[src/rtl/wb_ram2_arbiter_if.sv]
// Bus bundle for wb_ram2_arbiter: CPU-data and DMA master ports plus the RAM port-2 pins.
// The slave modport is the arbiter's view; the master modport is the surrounding system's view.
interface wb_ram2_arbiter_if #(
    parameter int ADDR_W = 16,
    parameter int DATA_W = 32
);
    logic              cpu_stb_i;
    logic              cpu_we_i;
    logic [ADDR_W-1:0] cpu_addr_i;
    logic [DATA_W-1:0] cpu_data_i;
    logic [DATA_W-1:0] cpu_data_o;
    logic              cpu_ack_o;
    logic              cpu_err_o;

    logic              dma_stb_i;
    logic              dma_we_i;
    logic [ADDR_W-1:0] dma_addr_i;
    logic [DATA_W-1:0] dma_data_i;
    logic [DATA_W-1:0] dma_data_o;
    logic              dma_ack_o;
    logic              dma_err_o;
    logic              dma_cyc_o;

    logic              ram2_stb_o;
    logic              ram2_ack_i;
    logic              ram2_we_o;
    logic [ADDR_W-1:0] ram2_addr_o;
    logic [DATA_W-1:0] ram2_data_o;
    logic [DATA_W-1:0] ram2_data_i;

    modport slave (
        input  cpu_stb_i, cpu_we_i, cpu_addr_i, cpu_data_i,
        output cpu_data_o, cpu_ack_o, cpu_err_o,
        input  dma_stb_i, dma_we_i, dma_addr_i, dma_data_i,
        output dma_data_o, dma_ack_o, dma_err_o, dma_cyc_o,
        output ram2_stb_o, ram2_we_o, ram2_addr_o, ram2_data_o,
        input  ram2_ack_i, ram2_data_i
    );

    modport master (
        output cpu_stb_i, cpu_we_i, cpu_addr_i, cpu_data_i,
        input  cpu_data_o, cpu_ack_o, cpu_err_o,
        output dma_stb_i, dma_we_i, dma_addr_i, dma_data_i,
        input  dma_data_o, dma_ack_o, dma_err_o, dma_cyc_o,
        input  ram2_stb_o, ram2_we_o, ram2_addr_o, ram2_data_o,
        output ram2_ack_i, ram2_data_i
    );
endinterface

[src/rtl/wb_ram2_arbiter.sv]
// Round-robin CPU/DMA arbiter for RAM port 2; one single transfer at a time, all outputs registered.
// Optional ack timeout with error response is enabled by defining WB_ARB_TIMEOUT_EN.
module wb_ram2_arbiter #(
    parameter int ADDR_W  = 16,
    parameter int DATA_W  = 32,
    parameter int TIMEOUT = 255
) (
    input  logic              sys_clk,
    input  logic              sys_rst,
    wb_ram2_arbiter_if.slave  bus
);
    typedef enum logic [1:0] {IDLE, GNT_C, GNT_D, RESP} state_t;

    state_t            state, state_nxt;
    logic              last_dma, last_dma_nxt;
    logic              ram2_stb, ram2_stb_nxt;
    logic              ram2_we, ram2_we_nxt;
    logic [ADDR_W-1:0] ram2_addr, ram2_addr_nxt;
    logic [DATA_W-1:0] ram2_wdata, ram2_wdata_nxt;
    logic [DATA_W-1:0] cpu_rdata, cpu_rdata_nxt;
    logic [DATA_W-1:0] dma_rdata, dma_rdata_nxt;
    logic              cpu_ack, cpu_ack_nxt;
    logic              dma_ack, dma_ack_nxt;
    logic              cpu_err, cpu_err_nxt;
    logic              dma_err, dma_err_nxt;
    logic              dma_cyc, dma_cyc_nxt;
    logic              grant_c, grant_d, expire;

    // On a tie the master that did not win last time gets the port.
    assign grant_c = bus.cpu_stb_i && (!bus.dma_stb_i || last_dma);
    assign grant_d = bus.dma_stb_i && !grant_c;

`ifdef WB_ARB_TIMEOUT_EN
    localparam int CNT_W = $clog2(TIMEOUT + 1);
    logic [CNT_W-1:0] cnt;

    // Counts cycles spent in a grant state; zero whenever not granted.
    always_ff @(posedge sys_clk) begin
        if (sys_rst || !(state == GNT_C || state == GNT_D)) cnt <= '0;
        else                                                cnt <= cnt + 1'b1;
    end

    assign expire = (state == GNT_C || state == GNT_D) && (cnt == CNT_W'(TIMEOUT - 1));
`else
    assign expire = 1'b0;
`endif

    always_ff @(posedge sys_clk) begin
        if (sys_rst) begin
            state      <= IDLE;
            last_dma   <= 1'b1;
            ram2_stb   <= 1'b0;
            ram2_we    <= 1'b0;
            ram2_addr  <= '0;
            ram2_wdata <= '0;
            cpu_rdata  <= '0;
            dma_rdata  <= '0;
            cpu_ack    <= 1'b0;
            dma_ack    <= 1'b0;
            cpu_err    <= 1'b0;
            dma_err    <= 1'b0;
            dma_cyc    <= 1'b0;
        end else begin
            state      <= state_nxt;
            last_dma   <= last_dma_nxt;
            ram2_stb   <= ram2_stb_nxt;
            ram2_we    <= ram2_we_nxt;
            ram2_addr  <= ram2_addr_nxt;
            ram2_wdata <= ram2_wdata_nxt;
            cpu_rdata  <= cpu_rdata_nxt;
            dma_rdata  <= dma_rdata_nxt;
            cpu_ack    <= cpu_ack_nxt;
            dma_ack    <= dma_ack_nxt;
            cpu_err    <= cpu_err_nxt;
            dma_err    <= dma_err_nxt;
            dma_cyc    <= dma_cyc_nxt;
        end
    end

    always_comb begin
        state_nxt = state;
        case (state)
            IDLE:        if (grant_c) state_nxt = GNT_C;
                         else if (grant_d) state_nxt = GNT_D;
            GNT_C,
            GNT_D:       if (bus.ram2_ack_i || expire) state_nxt = RESP;
            RESP:        state_nxt = IDLE;
            default:     state_nxt = IDLE;
        endcase
    end

    // Registers hold by default; the ack input only matters in a grant state.
    always_comb begin
        last_dma_nxt   = last_dma;
        ram2_stb_nxt   = ram2_stb;
        ram2_we_nxt    = ram2_we;
        ram2_addr_nxt  = ram2_addr;
        ram2_wdata_nxt = ram2_wdata;
        cpu_rdata_nxt  = cpu_rdata;
        dma_rdata_nxt  = dma_rdata;
        cpu_ack_nxt    = cpu_ack;
        dma_ack_nxt    = dma_ack;
        cpu_err_nxt    = cpu_err;
        dma_err_nxt    = dma_err;
        dma_cyc_nxt    = dma_cyc;
        case (state)
            IDLE: begin
                if (grant_c || grant_d) begin
                    ram2_stb_nxt   = 1'b1;
                    ram2_we_nxt    = grant_c ? bus.cpu_we_i   : bus.dma_we_i;
                    ram2_addr_nxt  = grant_c ? bus.cpu_addr_i : bus.dma_addr_i;
                    ram2_wdata_nxt = grant_c ? bus.cpu_data_i : bus.dma_data_i;
                    last_dma_nxt   = grant_d;
                    dma_cyc_nxt    = grant_d;
                end
            end
            GNT_C: begin
                if (bus.ram2_ack_i) begin
                    ram2_stb_nxt  = 1'b0;
                    cpu_rdata_nxt = bus.ram2_data_i;
                    cpu_ack_nxt   = 1'b1;
                end else if (expire) begin
                    ram2_stb_nxt  = 1'b0;
                    cpu_err_nxt   = 1'b1;
                end
            end
            GNT_D: begin
                if (bus.ram2_ack_i) begin
                    ram2_stb_nxt  = 1'b0;
                    dma_rdata_nxt = bus.ram2_data_i;
                    dma_ack_nxt   = 1'b1;
                end else if (expire) begin
                    ram2_stb_nxt  = 1'b0;
                    dma_err_nxt   = 1'b1;
                end
            end
            RESP: begin
                cpu_ack_nxt = 1'b0;
                dma_ack_nxt = 1'b0;
                cpu_err_nxt = 1'b0;
                dma_err_nxt = 1'b0;
                dma_cyc_nxt = 1'b0;
            end
            default: ;
        endcase
    end

    assign bus.ram2_stb_o  = ram2_stb;
    assign bus.ram2_we_o   = ram2_we;
    assign bus.ram2_addr_o = ram2_addr;
    assign bus.ram2_data_o = ram2_wdata;
    assign bus.cpu_data_o  = cpu_rdata;
    assign bus.dma_data_o  = dma_rdata;
    assign bus.cpu_ack_o   = cpu_ack;
    assign bus.dma_ack_o   = dma_ack;
    assign bus.cpu_err_o   = cpu_err;
    assign bus.dma_err_o   = dma_err;
    assign bus.dma_cyc_o   = dma_cyc;
endmodule
[src/flat_wrapper.sv]
// flat-port wrapper written by rule: the top's interface ports become plain ports
module wb_ram2_arbiter_flat 
#(
    parameter int ADDR_W  = 16,
    parameter int DATA_W  = 32,
    parameter int TIMEOUT = 255
)
  (sys_clk, sys_rst, bus_cpu_stb_i, bus_cpu_we_i, bus_cpu_addr_i, bus_cpu_data_i, bus_cpu_data_o, bus_cpu_ack_o, bus_cpu_err_o, bus_dma_stb_i, bus_dma_we_i, bus_dma_addr_i, bus_dma_data_i, bus_dma_data_o, bus_dma_ack_o, bus_dma_err_o, bus_dma_cyc_o, bus_ram2_stb_o, bus_ram2_we_o, bus_ram2_addr_o, bus_ram2_data_o, bus_ram2_ack_i, bus_ram2_data_i);
  wb_ram2_arbiter_if #(.ADDR_W(ADDR_W), .DATA_W(DATA_W)) bus_i ();
  input  logic sys_clk;
  input  logic sys_rst;
  input wire logic [$bits(bus_i.cpu_stb_i)-1:0] bus_cpu_stb_i;
  input wire logic [$bits(bus_i.cpu_we_i)-1:0] bus_cpu_we_i;
  input wire logic [$bits(bus_i.cpu_addr_i)-1:0] bus_cpu_addr_i;
  input wire logic [$bits(bus_i.cpu_data_i)-1:0] bus_cpu_data_i;
  output wire logic [$bits(bus_i.cpu_data_o)-1:0] bus_cpu_data_o;
  output wire logic [$bits(bus_i.cpu_ack_o)-1:0] bus_cpu_ack_o;
  output wire logic [$bits(bus_i.cpu_err_o)-1:0] bus_cpu_err_o;
  input wire logic [$bits(bus_i.dma_stb_i)-1:0] bus_dma_stb_i;
  input wire logic [$bits(bus_i.dma_we_i)-1:0] bus_dma_we_i;
  input wire logic [$bits(bus_i.dma_addr_i)-1:0] bus_dma_addr_i;
  input wire logic [$bits(bus_i.dma_data_i)-1:0] bus_dma_data_i;
  output wire logic [$bits(bus_i.dma_data_o)-1:0] bus_dma_data_o;
  output wire logic [$bits(bus_i.dma_ack_o)-1:0] bus_dma_ack_o;
  output wire logic [$bits(bus_i.dma_err_o)-1:0] bus_dma_err_o;
  output wire logic [$bits(bus_i.dma_cyc_o)-1:0] bus_dma_cyc_o;
  output wire logic [$bits(bus_i.ram2_stb_o)-1:0] bus_ram2_stb_o;
  output wire logic [$bits(bus_i.ram2_we_o)-1:0] bus_ram2_we_o;
  output wire logic [$bits(bus_i.ram2_addr_o)-1:0] bus_ram2_addr_o;
  output wire logic [$bits(bus_i.ram2_data_o)-1:0] bus_ram2_data_o;
  input wire logic [$bits(bus_i.ram2_ack_i)-1:0] bus_ram2_ack_i;
  input wire logic [$bits(bus_i.ram2_data_i)-1:0] bus_ram2_data_i;
  assign bus_i.cpu_stb_i = bus_cpu_stb_i;
  assign bus_i.cpu_we_i = bus_cpu_we_i;
  assign bus_i.cpu_addr_i = bus_cpu_addr_i;
  assign bus_i.cpu_data_i = bus_cpu_data_i;
  assign bus_cpu_data_o = bus_i.cpu_data_o;
  assign bus_cpu_ack_o = bus_i.cpu_ack_o;
  assign bus_cpu_err_o = bus_i.cpu_err_o;
  assign bus_i.dma_stb_i = bus_dma_stb_i;
  assign bus_i.dma_we_i = bus_dma_we_i;
  assign bus_i.dma_addr_i = bus_dma_addr_i;
  assign bus_i.dma_data_i = bus_dma_data_i;
  assign bus_dma_data_o = bus_i.dma_data_o;
  assign bus_dma_ack_o = bus_i.dma_ack_o;
  assign bus_dma_err_o = bus_i.dma_err_o;
  assign bus_dma_cyc_o = bus_i.dma_cyc_o;
  assign bus_ram2_stb_o = bus_i.ram2_stb_o;
  assign bus_ram2_we_o = bus_i.ram2_we_o;
  assign bus_ram2_addr_o = bus_i.ram2_addr_o;
  assign bus_ram2_data_o = bus_i.ram2_data_o;
  assign bus_i.ram2_ack_i = bus_ram2_ack_i;
  assign bus_i.ram2_data_i = bus_ram2_data_i;
  wb_ram2_arbiter #(.ADDR_W(ADDR_W), .DATA_W(DATA_W), .TIMEOUT(TIMEOUT)) u_core (.sys_clk(sys_clk), .sys_rst(sys_rst), .bus(bus_i));
endmodule
[config.mk]
export PLATFORM = sky130hd
export DESIGN_NAME = wb_ram2_arbiter_flat
export DESIGN_NICKNAME = d
export VERILOG_FILES = /design/src/rtl/wb_ram2_arbiter_if.sv /design/src/rtl/wb_ram2_arbiter.sv /design/src/flat_wrapper.sv
export SDC_FILE = /design/constraint.sdc
export NUM_CORES = 1
export LEC_CHECK = 0
export ABC_AREA = 1
export BUFFER_PORTS_ARGS = -buffer_cell sky130_fd_sc_hd__buf_4
export CAP_MARGIN = 20
export CELL_PAD_IN_SITES_DETAIL_PLACEMENT = 0
export CELL_PAD_IN_SITES_GLOBAL_PLACEMENT = 1
export CORE_ASPECT_RATIO = 0.75
export CORE_MARGIN = 2
export CORE_UTILIZATION = 27
export DETAILED_ROUTE_END_ITERATION = 10
export PLACE_DENSITY = 0.8
export SYNTH_ARGS = -nofsm -noshare
export SYNTH_HDL_FRONTEND = slang
export SYNTH_SLANG_ARGS = --single-unit
[constraint.sdc]
create_clock -name sys_clk -period 1.4 [get_ports sys_clk]
set_input_delay 0.07 -clock sys_clk [delete_from_list [all_inputs] [get_ports sys_clk]]
set_output_delay 0.07 -clock sys_clk [all_outputs]
set_load 0.05 [all_outputs]
==> impl_metrics.env, run 1 <==
export IMPL_outcome="completed"
export IMPL_fmax_mhz=778.6
export IMPL_io_pins=254
export IMPL_clock_latency_ns=0.41
export IMPL_die_area_mm2=0.02044
export IMPL_synth_top_area_share=0.4609
export IMPL_drv_slew=0
export IMPL_min_to="u_core.bus.ram2_addr_o[4]"
export IMPL_nets=1302
export IMPL_r2r_slack_ns=0.12
export IMPL_syn_area_mm2=0.005212
export IMPL_core_area_mm2=0.01872
export IMPL_ant_nets=0
export IMPL_place_gp_congestion=0.7348
export IMPL_drive_above_1_share=0.2683
export IMPL_reg2reg_to="u_core.bus.dma_data_o[31]"
export IMPL_clock_root_buffer="clkbuf_16"
export IMPL_dpl_instance_area_mm2=0.007446
export IMPL_intPower_mw=10.52
export IMPL_cts_path_max_buffers=2
export IMPL_hold_violations=0
export IMPL_tns_ns=0
export IMPL_cts_inserted_buffers=17
export IMPL_worstSetupEndpointType="flop"
export IMPL_die_width_um=164.4
export IMPL_vias=5870
export IMPL_postSynthCellCount=809
export IMPL_synth_edff_count=0
export IMPL_antennaDiodeCount=0
export IMPL_drc=0
export IMPL_cp_required_ns=1.70
export IMPL_synthTopCellsByArea="dfxtp_1 46%, nand2_1 19%, nor2_1 17%"
export IMPL_antenna_found_initial=0
export IMPL_pre_cts_ws_ns=0.03852
export IMPL_synthArstFlopShare=0
export IMPL_cp_data_arrival_time_ns=1.58
export IMPL_postCtsSetupBuffers=0
export IMPL_multi_input_area_mm2=0.002344
export IMPL_nFillCells=1837
export IMPL_pwr_share_seq=0.264
export IMPL_yosys_area_top_type="dfxtp_1"
export IMPL_pwr_share_comb=0.478
export IMPL_routed_via_density=4.131
export IMPL_p_sw_frac=0.4353
export IMPL_synth_most_common_cell="nand2_1"
export IMPL_seqCellArea_mm2=0.002404
export IMPL_p_per_area_mw_per_mm2=2016
export IMPL_grt_overflow=0
export IMPL_fin_crit_sh=0.9174
export IMPL_skew_ns=0.008359
export IMPL_fin_crit_ns=1.284
export IMPL_crit_fanout=32
export IMPL_htreeDepth=4
export IMPL_worstReg2RegStart="u_core.state[0]"
export IMPL_finalSetupViolCount=0
export IMPL_p_leak_nw=4.669
export IMPL_portBuffers=251
export IMPL_drtIter0Drc=313
export IMPL_start_util=0.2784
export IMPL_first_global_vias=5742
export IMPL_seq_area_frac_synth=0.4609
export IMPL_clkPwrFrac=0.259
export IMPL_synthFlopType="dfxtp_1"
export IMPL_crit_type="flop to flop"
export IMPL_area_growth_syn_to_layout_pct=77.29
export IMPL_wl_um=17850
export IMPL_rsz0062_at_grt="no"
export IMPL_hold_start="bus_cpu_addr_i[4]"
export IMPL_ir_drop_v=0.0008865
export IMPL_grt_max_degree=70
export IMPL_cts_num_sinks=120
export IMPL_postLayoutCellArea_mm2=0.009241
export IMPL_row_count=43
export IMPL_avgSynthCellArea_um2=6.443
export IMPL_grt_pass1_wl_um=27820
export IMPL_synth_commonest_cells="259 x nand2_1, 234 x nor2_1, 120 x dfxtp_1, 68 x o21ai_0, 61 x inv_1"
export IMPL_path_clk_slew_ns=0.06
export IMPL_ys_types=19
export IMPL_cp_start_kind="flop"
export IMPL_hpwl_um=11500
export IMPL_holdPathStages=5
export IMPL_fp_dieH_um=124.3
export IMPL_switching_power_mw=8.109
export IMPL_drv_cap=0
export IMPL_hold_class="input pin to flop"
export IMPL_drt_pass1_iterations=4
export IMPL_cts_tree="done"
export IMPL_yosysWarnings=0
export IMPL_grt_usage=0.1703
export IMPL_synth_seq_cells=120
export IMPL_r2r_cells=6
export IMPL_wl_per_cell_um=12.56
export IMPL_worst_slack_ns=0.1156
## worst max-delay path, stage by stage, from the launching register on
cell,delay [ns]
dfxtp_2,0.33
inv_1,0.12
ha_1,0.21
nand2_2,0.09
buf_12,0.17
o21ai_0,0.19
nor2_1,0.06
## logic make-up after synthesis
group / count (synthesis) / synth area share
simple gates: 501 / 0.3646
compound gates: 72 / 0.06913
flops: 120 / 0.4609
other cells: 1 / 0.0007194
fa+ha+maj: 5 / 0.01200
buf+inv: 110 / 0.09265
## layout by cell type (no fill, tap or decap), types with 4 or more instances in the layout
cell type,n
buf_4,257
nand2_1,256
nor2_1,234
dfxtp_1,119
dlygate4sd3_1,111
o21ai_0,66
inv_1,57
clkbuf_16,18
buf_12,12
nand2_2,5
bufinv_16,5
inv_2,4
nand3_1,4
## state kept, by name, summed over array words and instances, names as in the netlist, 2 cells and up
| signal | count |
|---|---|
| u_core.bus.cpu_data_o | 32 |
| u_core.bus.dma_data_o | 32 |
| u_core.bus.ram2_data_o | 32 |
| u_core.bus.ram2_addr_o | 16 |
| u_core.state | 2 |
## per-layer routing
metal  GRT usage  up-vias  part of all wire
met5           0        -                 0
met4     0.05269        0             0.016
met3     0.05461       18             0.077
met2      0.2811      171              0.45
met1      0.2105     2551              0.46
li1            -     3130                 -
## repair_timing
item                                    CTS  global route
gates resized for setup                   0            11
endpoints found under the setup margin    0           106
hold buffers                            111             0
endpoints found under the hold margin   106             0
## per-stage QoR
step	hold slack, ns	utilization	total power, mW	cells
3_5_place_dp	0.3376	0.3977	13.60	1278
6_report	0.01593	0.4936	18.63	1421
2_1_floorplan	0.2275	-	10.86	810
5_1_grt	0.02667	0.4936	19.80	1421
4_1_cts	0.002224	0.4915	18.77	1420
3_3_place_gp	0.3316	0.3977	13.55	1278
## final cells by class
class,count,share of cell area
Sequential cell,120,0.2601
Clock buffer,17,0.04603
Timing Repair Buffer,381,0.3577
Clock inverter,14,0.02383
Inverter,62,0.02532
Multi-Input combinational cell,580,0.2536
Tap cell,247,0.03344
## power groups by stage
stage / Clock [mW] / Combinational (mW) / Sequential, mW
after detailed placement: 0 / 8.63 / 4.98
after global placement: 0 / 8.62 / 4.94
after CTS: 4.96 / 8.89 / 4.92
final: 4.82 / 8.90 / 4.91
after floorplan: 0 / 2.68 / 8.18
after global routing: 5.11 / 9.65 / 5.04
## worst max path at each step
stage               startpoint                          to  slack, ns  cells after the start
2_1_floorplan  u_core.state[0]   u_core.bus.ram2_addr_o[0]       0.09                      7
3_3_place_gp   u_core.state[0]    u_core.bus.dma_data_o[6]       0.09                      7
3_5_place_dp   u_core.state[0]   u_core.bus.dma_data_o[17]       0.04                      7
4_1_cts        u_core.state[0]   u_core.bus.dma_data_o[17]       0.03                      7
5_1_grt        u_core.last_dma  u_core.bus.ram2_addr_o[13]      0.005                      9
6_report       u_core.state[0]   u_core.bus.dma_data_o[31]       0.12                      6
Note: power is estimated with default switching activity, not from simulation.
==> run 2: changes to the inputs <==
--- a/config.mk
+++ b/config.mk
@@ -12,9 +12,9 @@
 export CELL_PAD_IN_SITES_GLOBAL_PLACEMENT = 1
 export CORE_ASPECT_RATIO = 0.75
 export CORE_MARGIN = 2
-export CORE_UTILIZATION = 27
+export CORE_UTILIZATION = 30
 export DETAILED_ROUTE_END_ITERATION = 10
-export PLACE_DENSITY = 0.8
+export PLACE_DENSITY = 0.84
 export SYNTH_ARGS = -nofsm -noshare
 export SYNTH_HDL_FRONTEND = slang
 export SYNTH_SLANG_ARGS = --single-unit
==> constraint.sdc (replaced) <==
create_clock -name sys_clk -period 1.3 [get_ports sys_clk]
set_input_delay 0.065 -clock sys_clk [delete_from_list [all_inputs] [get_ports sys_clk]]
set_output_delay 0.065 -clock sys_clk [all_outputs]
set_load 0.05 [all_outputs]
==> run 2 against run 1 <==
Effect of this change:
- total power increased by 7.1%
- critical path type is now input pin to flop
- wire length decreased by 1.7%
- largest power group unchanged
- largest cell class unchanged
- design area up 2.2%
- die area is 9.7% lower
- sequential cell count unchanged
==> impl_metrics.env, run 2 (synthesis gave the netlist of run 1 again) <==
export IMPL_outcome="completed"
export IMPL_worstReg2RegStart="u_core.state[1]"
export IMPL_io_pins=254
export IMPL_final_cell_mix="260 x buf_4, 254 x nand2_1, 227 x nor2_1"
export IMPL_r2r_cells=7
export IMPL_clock_latency_ns=0.41
export IMPL_grt_usage=0.1821
export IMPL_cp_required_ns=1.60
export IMPL_fin_crit_ns=1.229
export IMPL_grt_overflow=0
export IMPL_cp_data_arrival_time_ns=1.53
export IMPL_fin_crit_sh=0.9452
export IMPL_drive_above_1_share=0.2768
export IMPL_drt_pass1_iterations=4
export IMPL_antennaDiodeCount=0
export IMPL_min_to="u_core.bus.ram2_addr_o[1]"
export IMPL_core_area_mm2=0.01693
export IMPL_worstSetupEndpointType="flop"
export IMPL_portBuffers=251
export IMPL_drv_cap=0
export IMPL_drc=0
export IMPL_placed_cells=1249
export IMPL_hold_violations=0
export IMPL_wl_per_cell_um=12.44
export IMPL_ant_nets=0
export IMPL_antenna_found_initial=0
export IMPL_die_area_mm2=0.01846
export IMPL_instances_no_fill=1411
export IMPL_hold_start="bus_dma_addr_i[1]"
export IMPL_cts_num_sinks=120
export IMPL_fmax_mhz=813.8
export IMPL_routed_via_density=4.216
export IMPL_hpwl_um=11130
export IMPL_layout_commonest_cell="buf_4"
export IMPL_die_width_um=156.2
export IMPL_p_leak_nw=4.767
export IMPL_vias=5949
export IMPL_p_per_area_mw_per_mm2=2113
export IMPL_ir_drop_v=0.0008605
export IMPL_grt_pass1_wl_um=27120
export IMPL_grt_max_degree=60
export IMPL_clock_root_buffer="clkbuf_16"
export IMPL_row_count=41
export IMPL_reg2reg_to="u_core.bus.cpu_data_o[27]"
export IMPL_cts_tree="done"
export IMPL_drtIter0Drc=251
export IMPL_crit_type="input pin to flop"
export IMPL_rsz0062_at_grt="yes"
export IMPL_nets=1323
export IMPL_holdPathStages=5
export IMPL_place_gp_congestion=0.7059
export IMPL_drv_slew=0
export IMPL_area_growth_syn_to_layout_pct=81.18
export IMPL_cp_start_kind="input pin"
export IMPL_hold_class="input pin to flop"
export IMPL_finalSetupViolCount=0
export IMPL_skew_ns=0.01233
export IMPL_start_util=0.3079
export IMPL_first_global_vias=5680
export IMPL_cts_path_max_buffers=2
export IMPL_fp_dieH_um=118.2
export IMPL_wl_um=17550
export IMPL_htreeDepth=4
export IMPL_cts_inserted_buffers=17
export IMPL_finalPower_mw=19.96
export IMPL_path_clk_slew_ns=0.06
export IMPL_r2r_slack_ns=0.07
export IMPL_crit_fanout=27
-- run 2: area by class of cell --
type | instances | area (µm²)
sequential | 120 | 2405
clock inverter | 14 | 172.7
timing repair buffer | 402 | 3540
clock buffer | 18 | 429.2
fill | 1566 | 7485
multi-input combinational | 580 | 2392
tap | 215 | 269.0
inverter | 62 | 236.5
-- run 2: worst max-delay path, stage by stage --
cell and delay [ns]:
dlygate4sd3_1 0.56, buf_4 0.16, nand2_2 0.08, nand2_4 0.10, nand2_4 0.10, nand2_8 0.09, buf_12 0.18, nor2_1 0.13
nor2_1 0.06
-- run 2: per-layer routing --
layer  vias up  global-route usage  part of all wire
li1       3175                   -                 -
met3        18             0.06857             0.077
met4         0             0.05619             0.012
met1      2582              0.2186              0.46
met2       174              0.3020              0.45
met5         -                   0                 0
-- run 2: power breakdown --
part           switching, mW  internal [mW]
clock                   1.74           3.02
combinational           6.52           3.38
sequential             0.550           4.74
total                   8.82           11.1
-- run 2: what timing repair did --
item	in CTS	in global routing
cloned	0	3
setup endpoints to repair	35	113
pin swaps	0	1
setup buffers	0	1
resized for setup	3	34
hold buffers	126	0
endpoints found under the hold margin	115	0
-- run 2: metrics by stage --
stage / instance area, µm² / utilization / hold WS [ns] / TNS [ns] / worst slack, ns
global route: 9444 / 0.5579 / 0.004816 / -0.02203 / -0.006807
CTS: 9298 / 0.5492 / 0.0009119 / 0 / 0.01396
finish: 9444 / 0.5579 / 0.01631 / 0 / 0.07119
global placement: 7428 / 0.4388 / 0.3250 / 0 / 0.0006898
detailed placement: 7428 / 0.4388 / 0.3320 / -0.1737 / -0.01777
floorplan: 5218 / - / 0.2225 / 0 / 0.04235
-- run 2: worst max path at each step --
stage / depth (start not counted) / end / slack, ns / start
after CTS: 7 / u_core.state[0] / 0.01 / u_core.state[1]
final: 9 / u_core.bus.ram2_we_o / 0.07 / bus_dma_stb_i
after detailed placement: 7 / u_core.bus.ram2_stb_o / -0.02 / u_core.state[0]
after global placement: 7 / u_core.state[1] / 0.0007 / u_core.state[0]
after global routing: 9 / u_core.bus.ram2_data_o[1] / -0.007 / u_core.last_dma
after floorplan: 8 / u_core.bus.ram2_addr_o[0] / 0.04 / u_core.state[0]
